**src/rtl/divider16_pkg.sv**
```systemverilog
// Shared definitions for the sequential 2*DW / DW restoring divider.
package divider16_pkg;

    typedef enum logic [1:0] {
        IDLE = 2'd0,
        CALC = 2'd1,
        DONE = 2'd2
    } state_t;

    localparam int DW_DEFAULT = 16;

    function automatic int cnt_width(input int w);
        return $clog2(w + 1);
    endfunction

    localparam int CNT_W = cnt_width(DW_DEFAULT);

endpackage

```
**src/rtl/divider16_step.sv**
```systemverilog
// One restoring-division step: shift in the next dividend bit, then
// subtract the divisor when it fits.
module divider16_step #(
    parameter int DW = 16
) (
    input  logic [DW-1:0] rem_in,
    input  logic [DW-1:0] divisor,
    input  logic          next_bit,
    output logic [DW-1:0] rem_out,
    output logic          q_bit
);

    logic [DW:0] shifted;

    // Compare the widened partial remainder against the divisor and restore when it is smaller.
    always_comb begin
        shifted = {rem_in, next_bit};
        q_bit   = (shifted >= {1'b0, divisor});
        rem_out = q_bit ? DW'(shifted - {1'b0, divisor}) : shifted[DW-1:0];
    end

endmodule

```
**src/rtl/divider16_seq.sv**
```systemverilog
// Sequential unsigned divider: 2*DW-bit dividend by DW-bit divisor,
// one quotient bit per clock, valid/ready handshakes on both sides.
module divider16_seq
    import divider16_pkg::*;
#(
    parameter int DW = DW_DEFAULT
) (
    input  logic          clk,
    input  logic          rst_n,
    input  logic          in_valid,
    output logic          in_ready,
    input  logic [2*DW-1:0] dividend,
    input  logic [DW-1:0] divisor,
    output logic          out_valid,
    input  logic          out_ready,
    output logic [DW-1:0] quotient,
    output logic [DW-1:0] remainder,
    output logic          div_zero,
    output logic          overflow
);

    localparam int CW = cnt_width(DW);

    state_t        state;
    logic [DW-1:0] rem;
    logic [DW-1:0] lo;
    logic [DW-1:0] dsr;
    logic [CW-1:0] cnt;
    logic [DW-1:0] rem_next;
    logic          q_bit;

    // lo holds the not-yet-consumed dividend bits at the top and collects
    // quotient bits at the bottom, so after DW steps it is the quotient.
    divider16_step #(.DW(DW)) u_step (
        .rem_in   (rem),
        .divisor  (dsr),
        .next_bit (lo[DW-1]),
        .rem_out  (rem_next),
        .q_bit    (q_bit)
    );

    // Control FSM with registered handshake outputs and result registers.
    always_ff @(posedge clk or negedge rst_n) begin
        if (!rst_n) begin
            state     <= IDLE;
            in_ready  <= 1'b1;
            out_valid <= 1'b0;
            quotient  <= '0;
            remainder <= '0;
            div_zero  <= 1'b0;
            overflow  <= 1'b0;
            cnt       <= '0;
            rem       <= '0;
            lo        <= '0;
            dsr       <= '0;
        end else begin
            case (state)
                IDLE: begin
                    if (in_valid && in_ready) begin
                        in_ready <= 1'b0;
                        if (divisor == '0) begin
                            state     <= DONE;
                            out_valid <= 1'b1;
                            quotient  <= '1;
                            remainder <= dividend[DW-1:0];
                            div_zero  <= 1'b1;
                            overflow  <= 1'b0;
                        end else if (dividend[2*DW-1:DW] >= divisor) begin
                            state     <= DONE;
                            out_valid <= 1'b1;
                            quotient  <= '1;
                            remainder <= '0;
                            div_zero  <= 1'b0;
                            overflow  <= 1'b1;
                        end else begin
                            state <= CALC;
                            rem   <= dividend[2*DW-1:DW];
                            lo    <= dividend[DW-1:0];
                            dsr   <= divisor;
                            cnt   <= '0;
                        end
                    end
                end
                CALC: begin
                    rem <= rem_next;
                    lo  <= {lo[DW-2:0], q_bit};
                    if (cnt == CW'(DW - 1)) begin
                        state     <= DONE;
                        out_valid <= 1'b1;
                        quotient  <= {lo[DW-2:0], q_bit};
                        remainder <= rem_next;
                        div_zero  <= 1'b0;
                        overflow  <= 1'b0;
                        cnt       <= '0;
                    end else begin
                        cnt <= cnt + 1'b1;
                    end
                end
                DONE: begin
                    if (out_ready) begin
                        state     <= IDLE;
                        out_valid <= 1'b0;
                        in_ready  <= 1'b1;
                    end
                end
                default: begin
                    state     <= IDLE;
                    out_valid <= 1'b0;
                    in_ready  <= 1'b1;
                end
            endcase
        end
    end

endmodule

```
**config.mk**
```make
export PLATFORM = sky130hd
export DESIGN_NAME = divider16_seq
export DESIGN_NICKNAME = d
export VERILOG_FILES = /design/src/rtl/divider16_pkg.sv /design/src/rtl/divider16_step.sv /design/src/rtl/divider16_seq.sv
export SDC_FILE = /design/constraint.sdc
export NUM_CORES = 1
export LEC_CHECK = 0
export ABC_AREA = 1
export BUFFER_PORTS_ARGS = -buffer_cell sky130_fd_sc_hd__buf_2
export CAP_MARGIN = 10
export CORE_MARGIN = 10
export CORE_UTILIZATION = 45
export DETAILED_ROUTE_END_ITERATION = 8
export PLACE_DENSITY_LB_ADDON = 0.05
export SKIP_CTS_REPAIR_TIMING = 1
export SYNTH_ARGS = -nofsm -noshare
export SYNTH_HDL_FRONTEND = slang
export SYNTH_SLANG_ARGS = --single-unit
```
**constraint.sdc**
```tcl
create_clock -name clk -period 2.18 [get_ports clk]
set_input_delay 0.327 -clock clk [delete_from_list [all_inputs] [get_ports clk]]
set_output_delay 0.327 -clock clk [all_outputs]
set_load 0.05 [all_outputs]
```
==> summary.md, run 1 <==
The average detailed-routed wire length per instance is 16.7 µm. The sequential share of power is 0.236, and the final estimated routing congestion in global placement is 0.936. STA classifies the critical path startpoint as a flop.

The first detailed-routing pass ran for 5 iterations. After clock tree synthesis, the clock-pin slew on the worst setup and hold paths is 0.07 ns. For this run, the number of standard cells in the final layout without fillers is 1108.

Summing internal, switching and leakage power gives 13.1 mW. After the last flow step, the layout net total stands at 1017. Synthesis handed over a netlist of 828 instances.

Number of max-slew violations in the final report: 0. Share of final-layout standard cells stronger than drive strength 1: 0.233. Counting stages on the worst path, the most repeated cell is sky130_fd_sc_hd__nand2_1. The critical path ends at remainder[14]. The top-level port count came out at 88. Maximum single-stage delay on the critical path: 0.40 ns. Relative max-transition margin: 0.661. The flow ran to the end, and the final reports show no timing, DRC or antenna violations. The worst hold-check slack was 0.265 ns; the achievable clock frequency was 474 MHz. Synthesis inferred 91 register bits.

TritonCTS built the clock tree. The number of buffer cells added on primary ports is 87. Setup slack on the worst reg-to-reg path comes out at 0.07 ns.

The total congestion overflow came out at 0. The tools report the initial antenna violation count as 0. The area occupied by multi-input gates was 3310 µm²; the initial standard-cell utilization of the core was 0.467.

The clock network fraction of total power is 0.120, and the proportion of total power due to net switching is 0.522. The tools report the switching power total as 6.85 mW. Across the VDD grid, the largest voltage drop is 983 µV. The reg-to-reg endpoint was remainder[14]. The total nets after synthesis was 914.

The category of cells accounting for the largest share of critical-path delay is simple AND/OR/NAND/NOR gates. The H-tree generated during clock tree synthesis spans 3 levels. The sequential cells in the finished layout cover a total of 2280 µm².

The clock tree root buffer cell is sky130_fd_sc_hd__clkbuf_16. The tools report the final clock skew as 0.0118 ns. By area the synthesized netlist is led by sky130_fd_sc_hd__dfrtp_1, sky130_fd_sc_hd__nand2_1, sky130_fd_sc_hd__ha_1, sky130_fd_sc_hd__inv_1, sky130_fd_sc_hd__nand3_1. The tools report the capturing element type of the critical path as a flop.

The detail route stage leaves a number of antenna-violating nets equal to 0. For this run, design rule violations remaining after detail routing come to 0. The layout overhead on the synthesized area was 21.7%.

In this run the critical register-to-register path is launched from lo[15]. Sequential area share after synthesis: 0.382. Critical path's slowest cell: sky130_fd_sc_hd__fa_2.

The detailed-route vias per instance works out to 5.10. Counting I/O delays and the setup requirement, the final critical path takes 2.11 ns. The logs give -0.00856 ns for the setup slack at placement and 6.26 mW for the internal power consumption.

Summing every instance area after synthesis gives 5960 µm². The run gives 5653 as the number of vias in the routed layout. The count of unique library cells instantiated by Yosys is 39, and the detailed-placement wirelength estimate is 14500 µm. The dominant cell type by area after synthesis is sky130_fd_sc_hd__dfrtp_1. The power per cell area is 1810 nW/µm², and the critical path required time is 2.43 ns.

Worst min-delay path category: in -> reg. Depth of the most critical reg-to-reg path: 13. The final-layout fill cell count is 1211, and the first-pass GRT wire length is 29300 µm.

The die is 135 µm wide. The average instance in the mapped netlist occupies 7.20 µm². Traced cell by cell, the critical path runs through inv_1, ha_1, fa_2, inv_1, nand2_1, nand3_1, nand2_1, nand3_1, nand2_1, nand3_1, nand3_1, nand2_1, nand2_1. Count of yosys warnings during synthesis: 0. The critical path starts at lo[15].

The relative contribution of combinational cells to total power is 0.644. For the maximum buffer depth of the clock tree, the log shows 2. After detailed placement, the design holds a cell count of 1089.

The full die area came out at 18300 µm². Counting the buffers created by CTS gives 9. The via count of the first global-routing pass was 5692. The arrival time of the worst setup path was 2.36 ns. The share of the synthesized area in the top cell type works out to 0.378.

In this run the vertical extent of the chip is 135 µm. Entering global routing, the biggest net connects 38 pins. The routed design has 18500 µm of wire.

The number of clock sinks was 91. The worst path meets setup with 0.0706 ns of slack. The slew at the pin closest to its max-slew limit is 0.509 ns. The critical path runs through a total of 13 cells.

The logs give 4.01 nW for the leakage power summed over all cells and 0 for the reported max-cap violation count. The worst setup path is of the reg -> reg kind. The floorplan step defined a core boundary enclosing 12800 µm². Of all nets on the critical path, the largest fanout is 3. The clock latency of the later-clocked register in the worst-skew pair is 0.35 ns, and the row count is 41. The buffers plus inverters on the worst setup path is 2, and the overall global routing resource usage is 0.202. For this block, the initial DRC count from the detailed router was 495. Setup violations remaining at the end of the flow were counted as 0. Period utilization: 0.968. The logs give 0 for the number of hold-slack violations in the final timing report and 0 for the diode insertion count for antenna repair. In the final timing run, aggregate negative setup slack is 0 ns.
==> state kept, by name, summed over array words and instances (netlist names) <==
signal and count:
out_valid 1, quotient 16, state 2, cnt 5, dsr 16, overflow 1
div_zero 1, rem 16, remainder 16, in_ready 1, lo 16
==> metrics by stage <==
step / util / instance area, µm²
floorplan: - / 5960
global placement: 0.528 / 6740
detailed placement: 0.528 / 6740
CTS: 0.551 / 7040
global route: 0.568 / 7260
finish: 0.568 / 7260
==> cells by family after synthesis <==
| family | after synthesis | share of synthesized area |
|---|---|---|
| xor gates and xnor gates | 8 | 0.0118 |
| and+or+nand+nor | 493 | 0.371 |
| AOI/OAI and AO/OA | 75 | 0.0655 |
| adders and majority gates | 34 | 0.0726 |
| buffers and inverters | 126 | 0.0951 |
| muxes | 1 | 0.00168 |
| DFF | 91 | 0.382 |
==> cell type report <==
| class | instances | area share |
|---|---|---|
| Clock buffer | 11 | 0.0348 |
| Clock inverter | 5 | 0.00586 |
| Inverter | 96 | 0.0497 |
| Multi-Input combinational cell | 611 | 0.456 |
| Sequential cell | 91 | 0.315 |
| Tap cell | 172 | 0.0297 |
| Timing Repair Buffer | 122 | 0.109 |
==> metal layers <==
| metal | GRT usage | routed length, µm | up-vias | part of all wire |
|---|---|---|---|---|
| met2 | 0.322 | 8690 | 163 | 0.47 |
| met1 | 0.266 | 8370 | 2639 | 0.45 |
| li1 | - | - | 2831 | - |
| met5 | 0 | 0 | - | 0 |
| met3 | 0.0482 | 1140 | 20 | 0.062 |
| met4 | 0.0580 | 265 | 0 | 0.014 |
==> how the worst min path moves through the flow <==
stage	endpoint	cells past startpoint	slack, ns	start
floorplan	cnt[0]	0	0.03	rst_n
global placement	rem[5]	1	0.33	rst_n
detailed placement	rem[5]	1	0.33	rst_n
CTS	rem[5]	1	-0.05	rst_n
global route	state[1]	3	0.27	out_ready
finish	state[1]	3	0.26	out_ready
==> layout by cell type (no fill, tap or decap), drive strengths merged <==
| master | synthesis | final |
|---|---|---|
| clkbuf | 5 | 11 |
| mux2i | 1 | 1 |
| nor3 | 1 | 1 |
| nand3b | 1 | 1 |
| clkinv | 0 | 1 |
| xor2 | 6 | 6 |
| nor2 | 34 | 34 |
| dlygate4sd3 | 0 | 1 |
| dfstp | 1 | 1 |
| a21o | 2 | 2 |
| clkinvlp | 0 | 1 |
| fa | 1 | 1 |
| a21oi | 17 | 17 |
| nand4 | 26 | 26 |
| o21bai | 1 | 1 |
| inv | 96 | 99 |
| buf | 25 | 121 |
| dfrtp | 90 | 90 |
| xnor2 | 2 | 2 |
| nand2 | 341 | 341 |
| ha | 33 | 33 |
| nand3 | 71 | 71 |
| and2 | 3 | 3 |
| o21ai | 55 | 55 |
| or2 | 16 | 16 |
==> worst reg2reg max path, cell delays in order (launching register included) <==
cell and delay, ns:
sky130_fd_sc_hd__dfrtp_1 0.39, sky130_fd_sc_hd__inv_1 0.06, sky130_fd_sc_hd__ha_1 0.21, sky130_fd_sc_hd__fa_2 0.40, sky130_fd_sc_hd__inv_1 0.10, sky130_fd_sc_hd__nand2_1 0.06, sky130_fd_sc_hd__nand3_1 0.14, sky130_fd_sc_hd__nand2_1 0.13
sky130_fd_sc_hd__nand3_1 0.10, sky130_fd_sc_hd__nand2_1 0.09, sky130_fd_sc_hd__nand3_1 0.11, sky130_fd_sc_hd__nand3_1 0.10, sky130_fd_sc_hd__nand2_1 0.08, sky130_fd_sc_hd__nand2_1 0.05
==> synthesized netlist by cell type (all sizes together) <==
library cell  number
inv               96
dfrtp             90
nor3               1
buf               25
xnor2              2
or2               16
nand4             26
o21ai             55
nor2              34
nand2            341
o21bai             1
fa                 1
and2               3
nand3b             1
clkbuf             5
xor2               6
a21oi             17
a21o               2
mux2i              1
dfstp              1
ha                33
nand3             71
==> power groups by stage <==
stage | Clock (mW) | Combinational [mW] | Sequential (mW)
floorplan | 0 | 4.91 | 3.86
global placement | 0 | 7.85 | 3.01
detailed placement | 0 | 7.91 | 3.04
CTS | 1.60 | 7.96 | 3.02
global route | 1.66 | 9.39 | 3.17
finish | 1.57 | 8.45 | 3.09
Power figures use the tool's default switching activity.
==> inputs of run 2 (changes only) <==
- SLEW_MARGIN: default -> 20
- SYNTH_HIERARCHICAL: default -> 1
==> summary.md, run 2 <==
The clock tree root buffer cell is sky130_fd_sc_hd__clkbuf_16 (unchanged). The dominant cell type by area after synthesis is sky130_fd_sc_hd__dfrtp_1 (unchanged). The reg-to-reg endpoint was rem[0] (was remainder[14]). Area occupied by multi-input gates: 3650 µm² (was 3310 µm²). The tools report the final clock skew as 0.00787 ns (was 0.0118 ns).

The power per cell area works out to 1910 nW/µm² (was 1810 nW/µm²). The tools report the count of unique library cells instantiated by Yosys as 34 (was 39). The period utilization works out to 1.01 (was 0.968). The flow ran to the end, but the final reports show violations. The critical path required time was 2.41 ns (was 2.43 ns); the number of violations reported at the end of detailed-routing iteration 0 was 564 (was 495). The final estimated routing congestion in global placement was 0.888 (was 0.936); the proportion of synthesized flip-flops having asynchronous set or reset was 1.00 (unchanged).

The run gives 42 (was 41) as the row count. Most used routing layer in global routing: met2 (unchanged). The clock transition at the register clock pins on the worst setup and hold paths after CTS is 0.08 ns (was 0.07 ns). The run gives -0.182 ns (was -0.00856 ns) as the setup slack at placement.

The core region area is 13300 µm² (was 12800 µm²), and the cell area after synthesis is 6140 µm² (was 5960 µm²). The run gives 15.5 mW (was 13.1 mW) as the sum of internal, switching and leakage power. For the flip-flop and latch area, the log shows 2280 µm² (about the same). The sequential area share after synthesis came out at 0.371 (was 0.382). The run gives 5990 (was 5692) as the via count of the first global-routing pass. The share of the synthesized area in the top cell type was 0.367 (was 0.378).

The first-pass GRT wire length is 32000 µm (was 29300 µm). The sequential share of power was 0.192 (was 0.236); the layout overhead on the synthesized area was 32.0% (was 21.7%). The maximum level of the CTS H-tree came out at 3 (unchanged). Setup repair after global routing could not meet its margin everywhere.

The number of buffers added by the clock tree synthesis step is 9 (unchanged). The most common cell after layout, fill and taps aside is sky130_fd_sc_hd__nand2_1 (unchanged). The clock network fraction of total power was 0.102 (was 0.120). Synth cell count leaders: sky130_fd_sc_hd__nand2_1, sky130_fd_sc_hd__nand3_1, sky130_fd_sc_hd__inv_1, sky130_fd_sc_hd__dfrtp_1, sky130_fd_sc_hd__nor2_1 (was sky130_fd_sc_hd__nand2_1, sky130_fd_sc_hd__inv_1, sky130_fd_sc_hd__dfrtp_1, sky130_fd_sc_hd__nand3_1, sky130_fd_sc_hd__o21ai_0). The number of vias in the routed layout is 6255 (was 5653), and the proportion of total power due to net switching is 0.508 (was 0.522). The final layout net count was 1157 (was 1017); the detailed-route vias per instance was 5.00 (was 5.10).

For the met3 usage, the log shows 0.0469 (was 0.0482). The number of buffer cells added on primary ports came out at 87 (unchanged). TritonCTS built the clock tree. Relative max-transition margin: 0.670 (was 0.661). The logs give 454 MHz (was 474 MHz) for the achievable clock frequency and 0 (unchanged) for the reported max-cap violation count. The arrival time of the worst setup path was 2.43 ns (was 2.36 ns). The count of endpoints failing setup in the final report was 1 (was 0); the slew at the pin closest to its max-slew limit was 0.495 ns (was 0.509 ns). The average detailed-routed wire length per instance was 16.5 µm (was 16.7 µm). Initial standard-cell utilization of the core: 0.462 (was 0.467). Number of standard cells after synthesis: 907 (was 828).

Routing usage on met1: 0.299 (was 0.266). The clock period minus final worst setup slack was 2.20 ns (was 2.11 ns). Cell types occupying the most area after synthesis: sky130_fd_sc_hd__dfrtp_1, sky130_fd_sc_hd__nand2_1, sky130_fd_sc_hd__nand3_1, sky130_fd_sc_hd__ha_1, sky130_fd_sc_hd__inv_1 (was sky130_fd_sc_hd__dfrtp_1, sky130_fd_sc_hd__nand2_1, sky130_fd_sc_hd__ha_1, sky130_fd_sc_hd__inv_1, sky130_fd_sc_hd__nand3_1). The y dimension of the die came out at 137 µm (was 135 µm). The tools report the global-route met2 utilization as 0.346 (was 0.322).

The tools report the startpoint of the most critical setup path as rem[13] (was lo[15]). The diode insertion count for antenna repair is 0 (unchanged). The run gives 0 (unchanged) as the initial antenna violation count.

The startpoint of the worst register-to-register path is rem[13] (was lo[15]). The overall global routing resource usage came out at 0.218 (was 0.202). The final critical-path setup slack came out at -0.0233 ns (was 0.0706 ns). The count of flip-flops with a built-in enable after synthesis is 0 (unchanged), and the clock latency of the later-clocked register in the worst-skew pair is 0.35 ns (about the same). The relative contribution of combinational cells to total power was 0.706 (was 0.644). The category of the worst setup path launch point was a flop (unchanged). The tools report the end of the critical path as rem[0] (was remainder[14]). The aggregate routed wire length came out at 20600 µm (was 18500 µm).

The final routed DRC violation total was 0 (unchanged); the count of yosys warnings during synthesis was 6 (was 0). The post-synthesis area per instance is 6.77 µm² (was 7.20 µm²), and the internal power consumption is 7.61 mW (was 6.26 mW). The top-level port count was 88 (unchanged). The biggest fanout along the worst timing path came out at 5 (was 3).

The share of final-layout standard cells stronger than drive strength 1 was 0.294 (was 0.233). The tools report the switching power total as 7.85 mW (was 6.85 mW). The capturing element type of the critical path is a flop (unchanged). The logs give 5 (unchanged) for the length of the first detailed-routing pass in iterations and 0 (unchanged) for the number of max-slew violations in the final report. The width of the die is 137 µm (was 135 µm), and the total nets after synthesis is 993 (was 914). Full die area: 18700 µm² (was 18300 µm²). The most used standard cell by instance count after synthesis is sky130_fd_sc_hd__nand2_1 (unchanged). The detailed-placement wirelength estimate is 15600 µm (was 14500 µm), and the leakage power summed over all cells is 4.61 nW (was 4.01 nW). Highest-count cells in the layout ignoring fill and taps: sky130_fd_sc_hd__nand2_1, sky130_fd_sc_hd__nand3_1, sky130_fd_sc_hd__buf_4 (was sky130_fd_sc_hd__nand2_1, sky130_fd_sc_hd__inv_1, sky130_fd_sc_hd__buf_2). The total congestion overflow was 0 (unchanged); the maximum buffer depth of the clock tree was 2 (unchanged). The most used flip-flop cell after synthesis is sky130_fd_sc_hd__dfrtp_1 (unchanged).

The remaining antenna violation count after routing was 0 (unchanged). The worst min-delay path category was in -> reg (unchanged). The register-to-register path setup slack was -0.02 ns (was 0.07 ns); the maximum resistive drop on vdd was 1080 µV (was 983 µV). The number of hold-slack violations in the final timing report is 0 (unchanged). The final reports fail on setup timing. The largest net degree at the start of global routing was 41 (was 38); the final-layout fill cell count was 1297 (was 1211).

Number of flip-flops and latches in the synthesized netlist: 91 (unchanged). Number of clock sinks: 91 (unchanged). The critical setup path kind was reg -> reg (unchanged).

The depth of the most critical reg-to-reg path came out at 14 (was 13).
run 2: changes by cell type after synthesis, sizes merged, moves of 8 or more:
cell,delta
nand4,-21
or2,-13
nand2,+70
nor2,+8
o21ai,-20
inv,+10
nand3,+37
run 2: power by group through the flow:
| stage | combinational (mW) | sequential (mW) | clock (mW) |
|---|---|---|---|
| finish | 10.9 | 2.97 | 1.58 |
| global route | 12.1 | 3.05 | 1.67 |
| CTS | 9.62 | 2.90 | 1.61 |
| detailed placement | 9.59 | 2.92 | 0 |
| global placement | 9.54 | 2.90 | 0 |
| floorplan | 5.45 | 3.60 | 0 |
run 2: worst max-delay path, cell delays in order, from the launching register on:
cell and delay [ns]:
sky130_fd_sc_hd__dfrtp_1 0.44, sky130_fd_sc_hd__ha_4 0.29, sky130_fd_sc_hd__a21oi_4 0.13, sky130_fd_sc_hd__nor2_1 0.06, sky130_fd_sc_hd__nor2_1 0.13, sky130_fd_sc_hd__nand2_2 0.08, sky130_fd_sc_hd__nor2_4 0.22, sky130_fd_sc_hd__nand2_8 0.11
sky130_fd_sc_hd__buf_6 0.13, sky130_fd_sc_hd__nand2_2 0.04, sky130_fd_sc_hd__o21ai_1 0.05, sky130_fd_sc_hd__nand2_1 0.15, sky130_fd_sc_hd__o21ai_1 0.09, sky130_fd_sc_hd__nand3_1 0.08, sky130_fd_sc_hd__nand2_1 0.07
run 2: cell families (layout without fill, tap and decap cells):
group | after synthesis | after routing | share of synthesized area
and+or+nand+nor | 579 | 580 | 0.402
adders and majority gates | 34 | 34 | 0.0705
DFF | 91 | 91 | 0.371
AOI/OAI and AO/OA | 55 | 55 | 0.0462
xor gates and xnor gates | 7 | 7 | 0.00998
buffers and inverters | 141 | 309 | 0.100
run 2: worst min path at each step:
stage                     from       to  slack [ns]  cells after the start
floorplan                rst_n   cnt[0]        0.03                      0
global placement         rst_n   dsr[8]        0.24                      1
detailed placement       rst_n   dsr[8]        0.25                      1
CTS                      rst_n  dsr[11]       -0.13                      1
global route        divisor[8]   dsr[8]        0.25                      3
finish              divisor[8]   dsr[8]        0.23                      3
run 2: routing by layer:
metal	vias up	routed length (µm)
li1	3159	-
met2	188	9460
met4	0	313
met5	-	0
met3	25	1260
met1	2883	9560
run 2: per-stage QoR:
stage / util / hold WS (ns) / area, µm² / TNS (ns) / std cells
after floorplan: - / 0.0314 / 6140 / 0 / 907
after global placement: 0.552 / 0.243 / 7340 / -2.55 / 1227
after detailed placement: 0.552 / 0.246 / 7340 / -3.09 / 1227
after CTS: 0.574 / -0.131 / 7630 / -3.57 / 1243
after global routing: 0.610 / 0.254 / 8110 / -1.50 / 1252
final: 0.610 / 0.233 / 8110 / -0.0233 / 1252
run 2: layout make-up:
class,instances,area share
clock buffer,9,0.0278
clock inverter,7,0.00787
sequential,91,0.281
inverter,106,0.0500
multi-input combinational,676,0.450
timing repair buffer,187,0.156
tap,176,0.0272
==> inputs of run 3 (changes only) <==
- MAX_ROUTING_LAYER: default -> met4
==> summary.md, run 3 (synthesis gave the netlist of run 2 again) <==
The internal power consumption is 7.92 mW (was 7.61 mW), and the initial standard-cell utilization of the core is 0.462 (unchanged). The layout overhead on the synthesized area was 34.2% (was 32.0%); the overall global routing resource usage was 0.225 (was 0.218). For the final clock skew, the log shows 0.0118 ns (was 0.00787 ns). Highest-count cells in the layout ignoring fill and taps: sky130_fd_sc_hd__nand2_1, sky130_fd_sc_hd__nand3_1, sky130_fd_sc_hd__buf_4 (unchanged). The logs give 21100 µm (was 20600 µm) for the aggregate routed wire length and 0.36 ns (was 0.35 ns) for the clock latency of the later-clocked register in the worst-skew pair. The remaining antenna violation count after routing was 0 (unchanged); the achievable clock frequency was 465 MHz (was 454 MHz).

The area occupied by multi-input gates is 3710 µm² (was 3650 µm²). The row count is 42 (unchanged). The tools report the capturing element type of the critical path as a flop (unchanged).

The power per cell area is 1950 nW/µm² (was 1910 nW/µm²). Detailed-route vias per instance: 5.03 (was 5.00). The post-layout utilization of the core came out at 0.620 (was 0.610).

The clock network fraction of total power is 0.107 (was 0.102). Critical hold path startpoint: divisor[0] (was divisor[8]). The detailed-placement wirelength estimate came out at 15800 µm (was 15600 µm). For the core region area, the log shows 13300 µm² (unchanged). The logs give 0 (unchanged) for the number of max-slew violations in the final report and 0.651 (was 0.670) for the relative max-transition margin.

The final routed DRC violation total is 0 (unchanged), and the y dimension of the die is 137 µm (unchanged). The width of the die was 137 µm (unchanged). The reg-to-reg endpoint was lo[0] (was rem[0]). The logs give 8.15 mW (was 7.85 mW) for the switching power total and 3 (unchanged) for the maximum level of the CTS H-tree.

Setup repair after global routing could not meet its margin everywhere. The via count of the first global-routing pass was 5977 (was 5990); the register-to-register path setup slack was 0.03 ns (was -0.02 ns). For the reported max-cap violation count, the log shows 0 (unchanged). Clock tree root buffer cell: sky130_fd_sc_hd__clkbuf_16 (unchanged). The most common cell after layout, fill and taps aside is sky130_fd_sc_hd__nand2_1 (unchanged). The startpoint of the worst register-to-register path is rem[1] (was rem[13]). The run finished with clean final reports.

The run gives 0.913 (was 0.888) as the final estimated routing congestion in global placement. End point of the worst hold path: dsr[0] (was dsr[8]). The initial antenna violation count is 0 (unchanged). The tools report the leakage power summed over all cells as 4.66 nW (was 4.61 nW). The run gives 0 (unchanged) as the total congestion overflow.

The logs give 0.709 (was 0.706) for the relative contribution of combinational cells to total power and 5 (unchanged) for the length of the first detailed-routing pass in iterations. Biggest fanout along the worst timing path: 5 (unchanged). The number of buffer cells added on primary ports was 87 (unchanged); the accumulated negative setup slack was 0 ns (was -0.0233 ns). The critical setup path kind is reg -> reg (unchanged). The number of violations reported at the end of detailed-routing iteration 0 was 565 (was 564).

The clock period minus final worst setup slack works out to 2.15 ns (was 2.20 ns). The top-level port count is 88 (unchanged). The number of vias in the routed layout was 6317 (was 6255); the area of all placed cells without fillers was 8240 µm² (was 8110 µm²). The run gives 2.44 ns (was 2.43 ns) as the arrival time of the worst setup path. The slew at the pin closest to its max-slew limit works out to 0.523 ns (was 0.495 ns). The count of endpoints failing setup in the final report is 0 (was 1), and the final-layout fill cell count is 1241 (was 1297). The critical path required time is 2.47 ns (was 2.41 ns), and the largest net degree at the start of global routing is 49 (was 41). Sequential share of power: 0.185 (was 0.192). The worst hold-check slack is 0.233 ns (about the same). The number of hold-slack violations in the final timing report was 0 (unchanged). Number of buffers added by the clock tree synthesis step: 9 (unchanged). The sum of internal, switching and leakage power was 16.1 mW (was 15.5 mW); the share of final-layout standard cells stronger than drive strength 1 was 0.313 (was 0.294).

The tools report the maximum buffer depth of the clock tree as 2 (unchanged). The hold path depth is 3 (unchanged). The tools report the number of clock sinks as 91 (unchanged). The clock transition at the register clock pins on the worst setup and hold paths after CTS is 0.07 ns (was 0.08 ns), and the proportion of total power due to net switching is 0.507 (was 0.508). First-pass GRT wire length: 32100 µm (was 32000 µm).

Startpoint of the most critical setup path: rem[1] (was rem[13]). TritonCTS built the clock tree. The worst min-delay path category is in -> reg (unchanged). Category of the worst setup path launch point: a flop (unchanged).

The diode insertion count for antenna repair is 0 (unchanged), and the flip-flop and latch area is 2280 µm² (unchanged). The run gives 7340 µm² (about the same) as the placed standard-cell area. For the full die area, the log shows 18700 µm² (unchanged). The maximum resistive drop on vdd was 823 µV (was 1080 µV); the depth of the most critical reg-to-reg path was 12 (was 14). The average detailed-routed wire length per instance is 16.8 µm (was 16.5 µm), and the period utilization is 0.986 (was 1.01).

The final layout net count was 1160 (was 1157).
[run 3: changes by cell type in the layout (fill, tap and decap cells not counted), sizes merged]
cell,delta
inv,-1
clkinv,+2
clkinvlp,-2
buf,+3
bufinv,+1
[run 3: worst max-delay path, stage by stage (launching register included)]
cell and delay (ns):
sky130_fd_sc_hd__dfrtp_2 0.45, sky130_fd_sc_hd__ha_4 0.30, sky130_fd_sc_hd__nand2_1 0.08, sky130_fd_sc_hd__nor2_2 0.18, sky130_fd_sc_hd__nand3_2 0.12, sky130_fd_sc_hd__nor2_4 0.14
sky130_fd_sc_hd__nor2_4 0.07, sky130_fd_sc_hd__nand2_8 0.10, sky130_fd_sc_hd__buf_6 0.14, sky130_fd_sc_hd__inv_1 0.07, sky130_fd_sc_hd__o21ai_0 0.19, sky130_fd_sc_hd__nand3_1 0.12
sky130_fd_sc_hd__nand2_1 0.11
[run 3: how the worst max path moves through the flow]
stage                    end  slack, ns
5_1_grt        remainder[15]      -0.04
6_report               lo[0]       0.03
4_1_cts         remainder[3]      -0.14
3_5_place_dp    remainder[3]      -0.12
3_3_place_gp    remainder[3]      -0.13
2_1_floorplan  remainder[12]       0.22
[run 3: power groups by stage]
stage               clock network [mW]  logic (mW)  registers (mW)
finish                            1.71        11.4            2.97
global route                      1.80        12.5            3.05
CTS                               1.73        9.63            2.89
detailed placement                   0        9.59            2.92
global placement                     0        9.55            2.90
floorplan                            0        5.45            3.60
[run 3: through the flow]
| step | std cells | worst slack [ns] |
|---|---|---|
| final | 1255 | 0.0296 |
| after global routing | 1255 | -0.0447 |
| after CTS | 1241 | -0.144 |
| after detailed placement | 1225 | -0.117 |
| after global placement | 1225 | -0.133 |
| after floorplan | 907 | 0.216 |
[run 3: per-layer routing]
metal / wire length [µm] / track usage / share of wire
met1: 9910 / 0.309 / 0.47
met2: 9770 / 0.335 / 0.46
met3: 1010 / 0.0356 / 0.048
met4: 439 / 0.0685 / 0.021
met5: 0 / - / 0
[run 3: area by class of cell]
class                           count  area share
Multi-Input combinational cell    676       0.450
Clock buffer                        9      0.0273
Clock inverter                      7      0.0109
Inverter                          106      0.0498
Timing Repair Buffer              190       0.159
Tap cell                          176      0.0267
Sequential cell                    91       0.277
